<file path="config.mk">
export PLATFORM = sky130hd
export DESIGN_NAME = ps2_line_buffer
export DESIGN_NICKNAME = d
export VERILOG_FILES = /design/src/rtl/ps2_line_buffer.sv
export SDC_FILE = /design/constraint.sdc
export NUM_CORES = 1
export LEC_CHECK = 0
export CAP_MARGIN = 0
export CORE_ASPECT_RATIO = 0.7
export CORE_MARGIN = 2
export CORE_UTILIZATION = 25
export DETAILED_ROUTE_END_ITERATION = 6
export GPL_TIMING_DRIVEN = 0
export PLACE_DENSITY = 0.58
export RECOVER_POWER = 100
export SLEW_MARGIN = 20
export SYNTH_ARGS = -nofsm -noshare
export SYNTH_HDL_FRONTEND = slang
export SYNTH_SLANG_ARGS = --single-unit
</file>
<file path="constraint.sdc">
create_clock -name clock -period 4.8 [get_ports clock]
set_clock_uncertainty 0.2 [all_clocks]
set_input_delay 0.96 -clock clock [delete_from_list [all_inputs] [get_ports clock]]
set_output_delay 0.96 -clock clock [all_outputs]
set_load 0.005 [all_outputs]
</file>
<file path="src/rtl/ps2_line_buffer.sv">
// Line-assembly stage: turns cleaned ASCII keystrokes into a 32-character edit line.
// Enter publishes the line with a one-cycle ready strobe. Each edit produces an echo write.
module ps2_line_buffer #(
  parameter int unsigned LINE_CHARS = 32,
  parameter logic [7:0]  PAD_CHAR   = 8'h20
) (
  input  logic                    clock,
  input  logic                    resetn,
  input  logic [7:0]              input_character,
  input  logic                    input_made,
  output logic [8*LINE_CHARS-1:0] ps2_line_content,
  output logic                    ps2_line_ready,
  output logic [8*LINE_CHARS-1:0] edit_content,
  output logic [5:0]              cursor,
  output logic                    line_full,
  output logic                    overflow,
  output logic                    echo_write,
  output logic [4:0]              echo_col,
  output logic [7:0]              echo_char
);

  localparam logic [5:0] FullCount = 6'(LINE_CHARS);

  logic                    r_made;
  logic [7:0]              r_buf [LINE_CHARS];
  logic [8*LINE_CHARS-1:0] r_line;
  logic                    r_ready;
  logic [5:0]              r_cursor;
  logic                    r_overflow;
  logic                    r_echo_write;
  logic [4:0]              r_echo_col;
  logic [7:0]              r_echo_char;

  logic                    w_key_evt;
  logic                    w_is_print;
  logic                    w_is_bksp;
  logic                    w_is_enter;
  logic                    w_full;
  logic                    w_empty;
  logic [5:0]              w_cursor_dec;
  logic [8*LINE_CHARS-1:0] w_edit;

  always_comb begin
    w_key_evt    = input_made & ~r_made;
    w_is_print   = (input_character >= 8'h20) && (input_character <= 8'h7e);
    w_is_bksp    = (input_character == 8'h08);
    w_is_enter   = (input_character == 8'h0d) || (input_character == 8'h0a);
    w_full       = (r_cursor == FullCount);
    w_empty      = (r_cursor == 6'd0);
    w_cursor_dec = r_cursor - 6'd1;
  end

  // Char 0 occupies the most significant byte.
  always_comb begin
    w_edit = '0;
    for (int unsigned i = 0; i < LINE_CHARS; i++) begin
      w_edit[8*(LINE_CHARS-1-i) +: 8] = r_buf[i];
    end
  end

  always_ff @(posedge clock or negedge resetn) begin
    if (!resetn) begin
      r_made       <= 1'b0;
      r_line       <= {LINE_CHARS{PAD_CHAR}};
      r_ready      <= 1'b0;
      r_cursor     <= 6'd0;
      r_overflow   <= 1'b0;
      r_echo_write <= 1'b0;
      r_echo_col   <= 5'd0;
      r_echo_char  <= 8'h00;
      for (int unsigned i = 0; i < LINE_CHARS; i++) begin
        r_buf[i] <= PAD_CHAR;
      end
    end else begin
      r_made       <= input_made;
      r_ready      <= 1'b0;
      r_echo_write <= 1'b0;
      if (w_key_evt) begin
        if (w_is_print) begin
          if (!w_full) begin
            r_buf[r_cursor[4:0]] <= input_character;
            r_cursor             <= r_cursor + 6'd1;
            r_echo_write         <= 1'b1;
            r_echo_col           <= r_cursor[4:0];
            r_echo_char          <= input_character;
          end else begin
            r_overflow <= 1'b1;
          end
        end else if (w_is_bksp) begin
          if (!w_empty) begin
            r_buf[w_cursor_dec[4:0]] <= PAD_CHAR;
            r_cursor                 <= w_cursor_dec;
            r_echo_write             <= 1'b1;
            r_echo_col               <= w_cursor_dec[4:0];
            r_echo_char              <= PAD_CHAR;
          end
        end else if (w_is_enter) begin
          // Slots at or beyond the cursor are always pad, so the buffer commits as-is.
          if (!w_empty) begin
            r_line     <= w_edit;
            r_ready    <= 1'b1;
            r_cursor   <= 6'd0;
            r_overflow <= 1'b0;
            for (int unsigned i = 0; i < LINE_CHARS; i++) begin
              r_buf[i] <= PAD_CHAR;
            end
          end
        end
      end
    end
  end

  assign ps2_line_content = r_line;
  assign ps2_line_ready   = r_ready;
  assign edit_content     = w_edit;
  assign cursor           = r_cursor;
  assign line_full        = w_full;
  assign overflow         = r_overflow;
  assign echo_write       = r_echo_write;
  assign echo_col         = r_echo_col;
  assign echo_char        = r_echo_char;

endmodule

</file>
==> key figures, run 1 <==
Pwr
  – Leak: between 10 and 15 nW
  – Pwr Density: 386.0 nW/um^2
  – Max VDD drop: 293.5 uV
  – Overall Power: approximately 11 mW

Critical path
  – CP max FO: 10
  – CP cell instances: clkbuf_1 > inv_1 > ha_1 > clkbuf_1 > nand2b_1 > nor2_1 > a2111oi_4 > buf_2 > clkbuf_2 > mux2_2
  – Crit-path most repeated cell: clkbuf_1
  – Worst EP required: 5090 ps
  – Largest stage delay on the critical path: about 750 ps
  – WP data arrival: between 4000 and 5000 ps
  – Slowest stage cell, crit path: a2111oi_4
  – Critical path's top delay family: buffers and inverters
  – CP Launch Type: flip-flop
  – Crit Path Class: flip-flop to flip-flop
  – Critical path endpoint category: flip-flop
  – Buf+Inv Stages, Crit Path: 5

Layout
  – Final instance area: slightly below 30,000 sq um
  – Most frequent cells in the layout: dlygate4sd3_1 (517), dfrtp_1 (471), mux2_2 (256)
  – Fill count: between 7,000 and 8,000
  – Share of post-route cells with drive strength above 1: 0.2043
  – Final core occ: 0.3590
  – Area Growth Syn to Fin: 42.24%
  – Final #Nets: ~2,100
  – Fin cells: 3,225
  – Commonest non-fill, non-tap cell in the layout: dlygate4sd3_1

Clock tree
  – Setup Fix Bufs, Post-CTS: 0
  – Clock latency at the later pin of the worst-skew pair: 610 ps
  – CTS hold repair buffers: 0
  – Clk slew on worst S/H paths: 60 ps
  – Max H-tree Level: 2
  – CTS max path bufs: 3
  – Sink Count: 535
  – CTS tree: yes
  – Post_cts resized: 0
  – Num CTS Buffers: 57
  – CTS root buf: clkbuf_16

Detailed routing
  – DRT iter0 DRCs: roughly 1,200
  – DR vias: between 15,000 and 20,000
  – DR vias/cell: between 4 and 5
  – Antenna viol nets, final: 0
  – DRC: 0
  – Wire per inst: 24.17 um
  – TritonRoute pass-1 iters: 5
  – Final WL: 77,960 um

STA
  – Max Fclk: around 0.23 GHz
  – Slew HR: -1.360
  – Final Hold Fails: 0
  – Setup-violating endpoint count in the final report: 0
  – RSZ-0062 raised after global routing: no
  – Final period util: 0.9075
  – Fin Hold WS: 274.4 ps
  – Fin crit period: 4356 ps
  – Slew at the pin with the worst max-slew slack: 3540 ps
  – TNS Setup: 0 ps
  – Final Max Slew Viols: 77
  – Fin worst setup slack: ~440 ps

Synth
  – Top cell type's share of synthesized area: 0.5671
  – Synth Net Count: roughly 1,500
  – Number of flops mapped to enable cells by yosys: 0
  – Yosys cell types: 54
  – Syn Inst Count: 1,488
  – Netlist area before placement: 20,780 sq um
  – FFs w/ async S/R, synth: 1.000
  – Synth area leader: dfrtp_1
  – Top cells by area, synth: dfrtp_1 (57%), mux2_2 (14%), dfstp_2 (8.1%)
  – Seq cells post-synth: between 500 and 600
  – Warnings, synthesis: 0
  – Syn avg cell area: 13.97 sq um
  – Primary FF master, synth: dfrtp_1
  – Sequential-to-total area share from yosys stat: 0.6480

Global routing
  – Vias in the first global route: 15,908
  – Total grt overflow: 0
  – Total track usage: 0.1780
  – Initial antenna violation count: 6
  – Largest net degree at the start of global routing: 103
  – Global-route wire length before repair: about 110,000 um

Floorplan
  – Row count: 88
  – Die Wd: about 350 um
  – Starting Density: 0.2524
  – Die height: 245.2 um
  – Full die area: 85,490 sq um
  – CORE AREA: roughly 82,000 sq um
  – Ports: 546

Status
  – Status: complete, but fails checks
  – Failing checks: max-capacitance violations, max-slew violations

Place
  – Pre-CTS WS: 371.8 ps
  – Hpwl dp: 58,220 um
  – GPL Wtd Cong: 0.8798
  – Placed Cells: 3,118
  – Port bufs: approximately 550
  – Area after DPL: approximately 28,000 sq um

Run
  – Max-cap violations: 1

Worst hold path
  – Worst hold path class: flip-flop to flip-flop
cell usage after synthesis, drive strengths merged (2+ instances only):
cell type  number
a2111oi         2
a211oi          3
a21boi          6
a21o            2
a21oi          73
a221oi         12
a22o          114
a22oi           3
a31oi           2
and2           43
buf            64
clkbuf         27
dfrtp         471
dfstp          64
ha              6
inv            21
mux2          256
nand2          72
nand2b         10
nand3          22
nor2           50
nor2b          13
nor3            5
nor4            2
o211ai          2
o21a            7
o21ai          19
o221ai          7
o22ai           5
o2bb2ai        78
o31ai           2
or2             2
or3             7
or4             2
xnor2           3
xor2            2
state kept, by name, indices dropped and copies added, names as in the netlist:
| signal | cells |
|---|---|
| overflow | 1 |
| edit_content | 256 |
| r_made | 1 |
| cursor | 6 |
| echo_char | 8 |
| ps2_line_content | 256 |
| echo_write | 1 |
| ps2_line_ready | 1 |
| echo_col | 5 |
cells by family (layout without fill, tap and decap cells):
group	after synthesis	in the layout	synth area share
adder cells (fa/ha/maj)	6	6	0.003612
multiplexers	256	256	0.1387
XOR/XNOR	5	5	0.003011
other	0	1	0
flip-flops	535	535	0.6480
buffers and inverters	112	768	0.02583
AND/OR/NAND/NOR	232	232	0.05442
AO/OA/AOI/OAI	342	342	0.1264
worst reg2reg max path, delay by kind of cell (launching register included):
family	cells	cell delay, ps
AO/OA/AOI/OAI	1	760
multiplexers	1	390
buffers and inverters	5	1800
AND/OR/NAND/NOR	2	390
adder cells (fa/ha/maj)	1	240
flip-flops	1	470
routing by layer:
metal,GRT usage,up-vias,part of all wire
met5,0,-,0.00067
met2,0.2866,594,0.47
met1,0.2400,7997,0.44
li1,-,6648,-
met3,0.04706,102,0.079
met4,0.03905,8,0.019
final cells by class:
class                   instances  area (sq um)  area share
diodes                          1         2.502  0.00008465
inverters                      21         78.83    0.002666
plain buffers                  91         407.9     0.01380
clock inverters                20         246.5    0.008338
repair buffers                550          5589      0.1891
clock buffers                  86          1648     0.05574
flip-flops and latches        535         13470      0.4556
well taps                    1080          1351     0.04571
multi-input cells             841          6771      0.2290
final timing paths:
check                                        end  depth (start not counted)  slack, ps          from
min in group asynchronous  ps2_line_content[131]                          1       1390        resetn
max                         ps2_line_content[78]                         10        440     cursor[0]
min                                 echo_char[1]                          2        270  echo_char[1]
max in group asynchronous  ps2_line_content[229]                          3        810        resetn
max reg2reg                 ps2_line_content[78]                         10        440     cursor[0]
min reg2reg                         echo_char[1]                          2        270  echo_char[1]
power by group:
part / switching, mW / total [mW] / internal [mW]
clock network: 1.89 / 4.49 / 2.60
registers: 0.326 / 5.20 / 4.88
logic: 0.997 / 1.72 / 0.726
total: 3.21 / 11.4 / 8.20
Note: power is estimated with default switching activity, not from simulation.
==> run 2, diff against run 1 <==
--- a/config.mk
+++ b/config.mk
@@ -5,7 +5,7 @@
 export SDC_FILE = /design/constraint.sdc
 export NUM_CORES = 1
 export LEC_CHECK = 0
-export CAP_MARGIN = 0
+export CAP_MARGIN = 15
 export CORE_ASPECT_RATIO = 0.7
 export CORE_MARGIN = 2
 export CORE_UTILIZATION = 25
==> results of run 2 <==
The final DEF is identical to that of run 1; final timing and power are the same.
==> run 3, diff against run 2 <==
--- a/config.mk
+++ b/config.mk
@@ -13,7 +13,6 @@
 export GPL_TIMING_DRIVEN = 0
 export PLACE_DENSITY = 0.58
 export RECOVER_POWER = 100
-export SLEW_MARGIN = 20
 export SYNTH_ARGS = -nofsm -noshare
 export SYNTH_HDL_FRONTEND = slang
 export SYNTH_SLANG_ARGS = --single-unit
==> run 3 against run 2 <==
  * The run still ends with max-capacitance violations, max-slew violations left
  * Core utilization about the same
  * Non-clock buffer count did not move
  * Via count hardly changed
  * Setup slack lost 8.3 ps
  * Total power is 0.92% higher
  * Worst hold slack better by 2.9 ps
  * Global-route usage up 0.099 points
  * Design area is essentially flat
  * Critical path type unchanged
  * Highest routed layer unchanged
==> key figures, run 3 (same netlist as run 1, synthesis figures left out) <==
Critical path
  – CP cell instances: clkbuf_1 > inv_1 > ha_1 > clkbuf_1 > nand2b_1 > nor2_4 > a2111oi_4 > clkbuf_1 > buf_4 > mux2_2
  – Critical path endpoint category: flip-flop
  – Crit Path Class: flip-flop to flip-flop
  – Slowest stage cell, crit path: clkbuf_1
  – WP data arrival: 4670 ps (+20 ps)
  – Crit path launch: cursor[0]
  – Worst EP required: 5100 ps (about the same)
  – CP max FO: 10 (unchanged)
  – Largest stage delay on the critical path: 860 ps (+110 ps)
  – Reg-to-reg startpoint: cursor[0]
  – Reg2reg path depth: 10 (unchanged)
  – CP Launch Type: flip-flop
  – Reg-to-reg slack, setup: 440 ps (about the same)
  – Reg2reg end: ps2_line_content[228]
  – Crit-path most repeated cell: clkbuf_1
  – Worst setup path end: ps2_line_content[228]

Place
  – Pre-CTS WS: 427.9 ps (+56.06 ps)
  – Placed Cells: 3,118 (unchanged)
  – GPL Wtd Cong: 0.8798 (unchanged)
  – Port bufs: 545 (unchanged)
  – Hpwl dp: 58,080 um (-0.24%)

Layout
  – Fin cells: 3,225 (unchanged)
  – Commonest non-fill, non-tap cell in the layout: dlygate4sd3_1
  – Area Growth Syn to Fin: 42.31% (about the same)
  – Final #Nets: 2,114 (unchanged)
  – Most frequent cells in the layout: dlygate4sd3_1 (518), dfrtp_1 (471), mux2_2 (256)
  – Share of post-route cells with drive strength above 1: 0.2057 (+0.001399)
  – Final core occ: 0.3591 (about the same)

Detailed routing
  – DRC: 0 (unchanged)
  – Wl on met1: 34,690 um (+2.2%)
  – Final WL: 77,740 um (-0.28%)
  – Top sig layer: met5
  – DRT iter0 DRCs: 1,071 (-7.4%)
  – DR vias: 15,334 (-0.098%)
  – Antenna viol nets, final: 0 (unchanged)
  – TritonRoute pass-1 iters: 5 (unchanged)
  – Wire per inst: 24.11 um (-0.28%)
  – Routed wire length on met2: 36,250 um (-0.26%)
  – DR vias/cell: 4.755 (about the same)
  – Metal3 WL: 5358 um (-13%)

Pwr
  – Combinational share of power: 0.148 (-0.003)
  – Sw Ratio: 0.2792 (-0.002178)
  – Pwr Density: 389.3 nW/um^2 (+0.87%)
  – Clock power frac: 0.400 (+0.007)
  – Net Sw Power: 3.214 mW (+0.13%)
  – Leak: 14.73 nW (about the same)
  – Int Pwr: 8.300 mW (+1.2%)
  – Max VDD drop: 282.8 uV (-3.6%)
  – Seq pwr share: 0.452 (-0.004)

STA
  – Final Max Slew Viols: 84 (+9.1%)
  – TNS Setup: 0 ps (unchanged)
  – Fin crit period: 4365 ps (+8.346 ps)
  – Slew at the pin with the worst max-slew slack: 2256 ps (-1284 ps)
  – Slew HR: -0.5040 (+0.8561)
  – Final Hold Fails: 0 (unchanged)
  – Setup-violating endpoint count in the final report: 0 (unchanged)
  – RSZ-0062 raised after global routing: no
  – Fin worst setup slack: 435.5 ps (-8.346 ps)
  – Fin Hold WS: 277.3 ps (+2.905 ps)
  – Max Fclk: 0.2291 GHz (-0.19%)
  – Final period util: 0.9093 (+0.001739)

Clock tree
  – CTS hold repair buffers: 0 (unchanged)
  – Clk slew on worst S/H paths: 60 ps (about the same)
  – CTS root buf: clkbuf_16
  – Clock latency at the later pin of the worst-skew pair: 620 ps (about the same)
  – CTS max path bufs: 3 (unchanged)
  – Sink Count: 535 (unchanged)
  – Max H-tree Level: 2 (unchanged)
  – Num CTS Buffers: 57 (unchanged)
  – CTS tree: yes

Floorplan
  – Die Wd: 348.6 um (unchanged)
  – Full die area: 85,490 sq um (unchanged)
  – Starting Density: 0.2524 (unchanged)
  – CORE AREA: 82,360 sq um (unchanged)
  – Die height: 245.2 um (unchanged)
  – Ports: 546 (unchanged)
  – Row count: 88 (unchanged)

Global routing
  – Total track usage: 0.1790 (+0.0009876)
  – Initial antenna violation count: 5 (-1)
  – Vias in the first global route: 15,911 (+0.019%)
  – Global-route wire length before repair: 113,900 um (+0.97%)
  – Largest net degree at the start of global routing: 125 (+21%)
  – Total grt overflow: 0 (unchanged)

Run
  – Max-cap violations: 1 (unchanged)

Status
  – Failing checks: max-capacitance violations, max-slew violations
  – Status: complete, but fails checks

Worst hold path
  – Worst hold path class: flip-flop to flip-flop
-- run 3: metrics by stage --
step	total power [mW]	instance area [sq um]
final	11.51	29580
after global routing	12.07	29570
after CTS	11.83	29670
after detailed placement	7.125	27710
after global placement	7.104	27590
after floorplan	5.854	20780
-- run 3: layout make-up --
class	count	area, sq um
well taps	1080	1351
plain buffers	91	400.4
inverters	21	78.83
diodes	1	2.502
flip-flops and latches	535	13470
fillers	7967	52780
clock inverters	23	284.0
clock buffers	83	1677
multi-input cells	841	6773
repair buffers	550	5543
-- run 3: power by group through the flow --
| stage | logic, mW | clock network [mW] | registers, mW |
|---|---|---|---|
| 3_5_place_dp | 1.81 | 0 | 5.32 |
| 5_1_grt | 1.86 | 4.97 | 5.25 |
| 4_1_cts | 1.82 | 4.77 | 5.24 |
| 2_1_floorplan | 0.673 | 0 | 5.18 |
| 3_3_place_gp | 1.78 | 0 | 5.32 |
| 6_report | 1.70 | 4.61 | 5.20 |
-- run 3: routing by layer --
metal | global-route usage | up-vias
met5 | 0 | -
met4 | 0.03879 | 8
met3 | 0.04721 | 97
met2 | 0.2859 | 506
met1 | 0.2434 | 8086
li1 | - | 6637
-- run 3: critical path: cells and delay by family (launching register included) --
family,cells,cell delay (ps)
AOI/OAI and AO/OA,1,710
adders and majority gates,1,230
buffers and inverters,5,1930
DFF,1,470
muxes,1,350
and+or+nand+nor,2,340
-- run 3: worst min path at each step --
stage / to / startpoint / cells past startpoint
6_report: echo_char[3] / echo_char[3] / 2
2_1_floorplan: edit_content[101] / edit_content[101] / 2
3_3_place_gp: echo_char[1] / echo_char[1] / 2
4_1_cts: ps2_line_content[131] / resetn / 1
3_5_place_dp: echo_col[1] / echo_col[1] / 1
5_1_grt: edit_content[245] / edit_content[245] / 2
-- run 3: timing repair --
action	in CTS	in global routing
buffers inserted	0	0
gates resized for setup	0	1
setup endpoints to repair	0	1
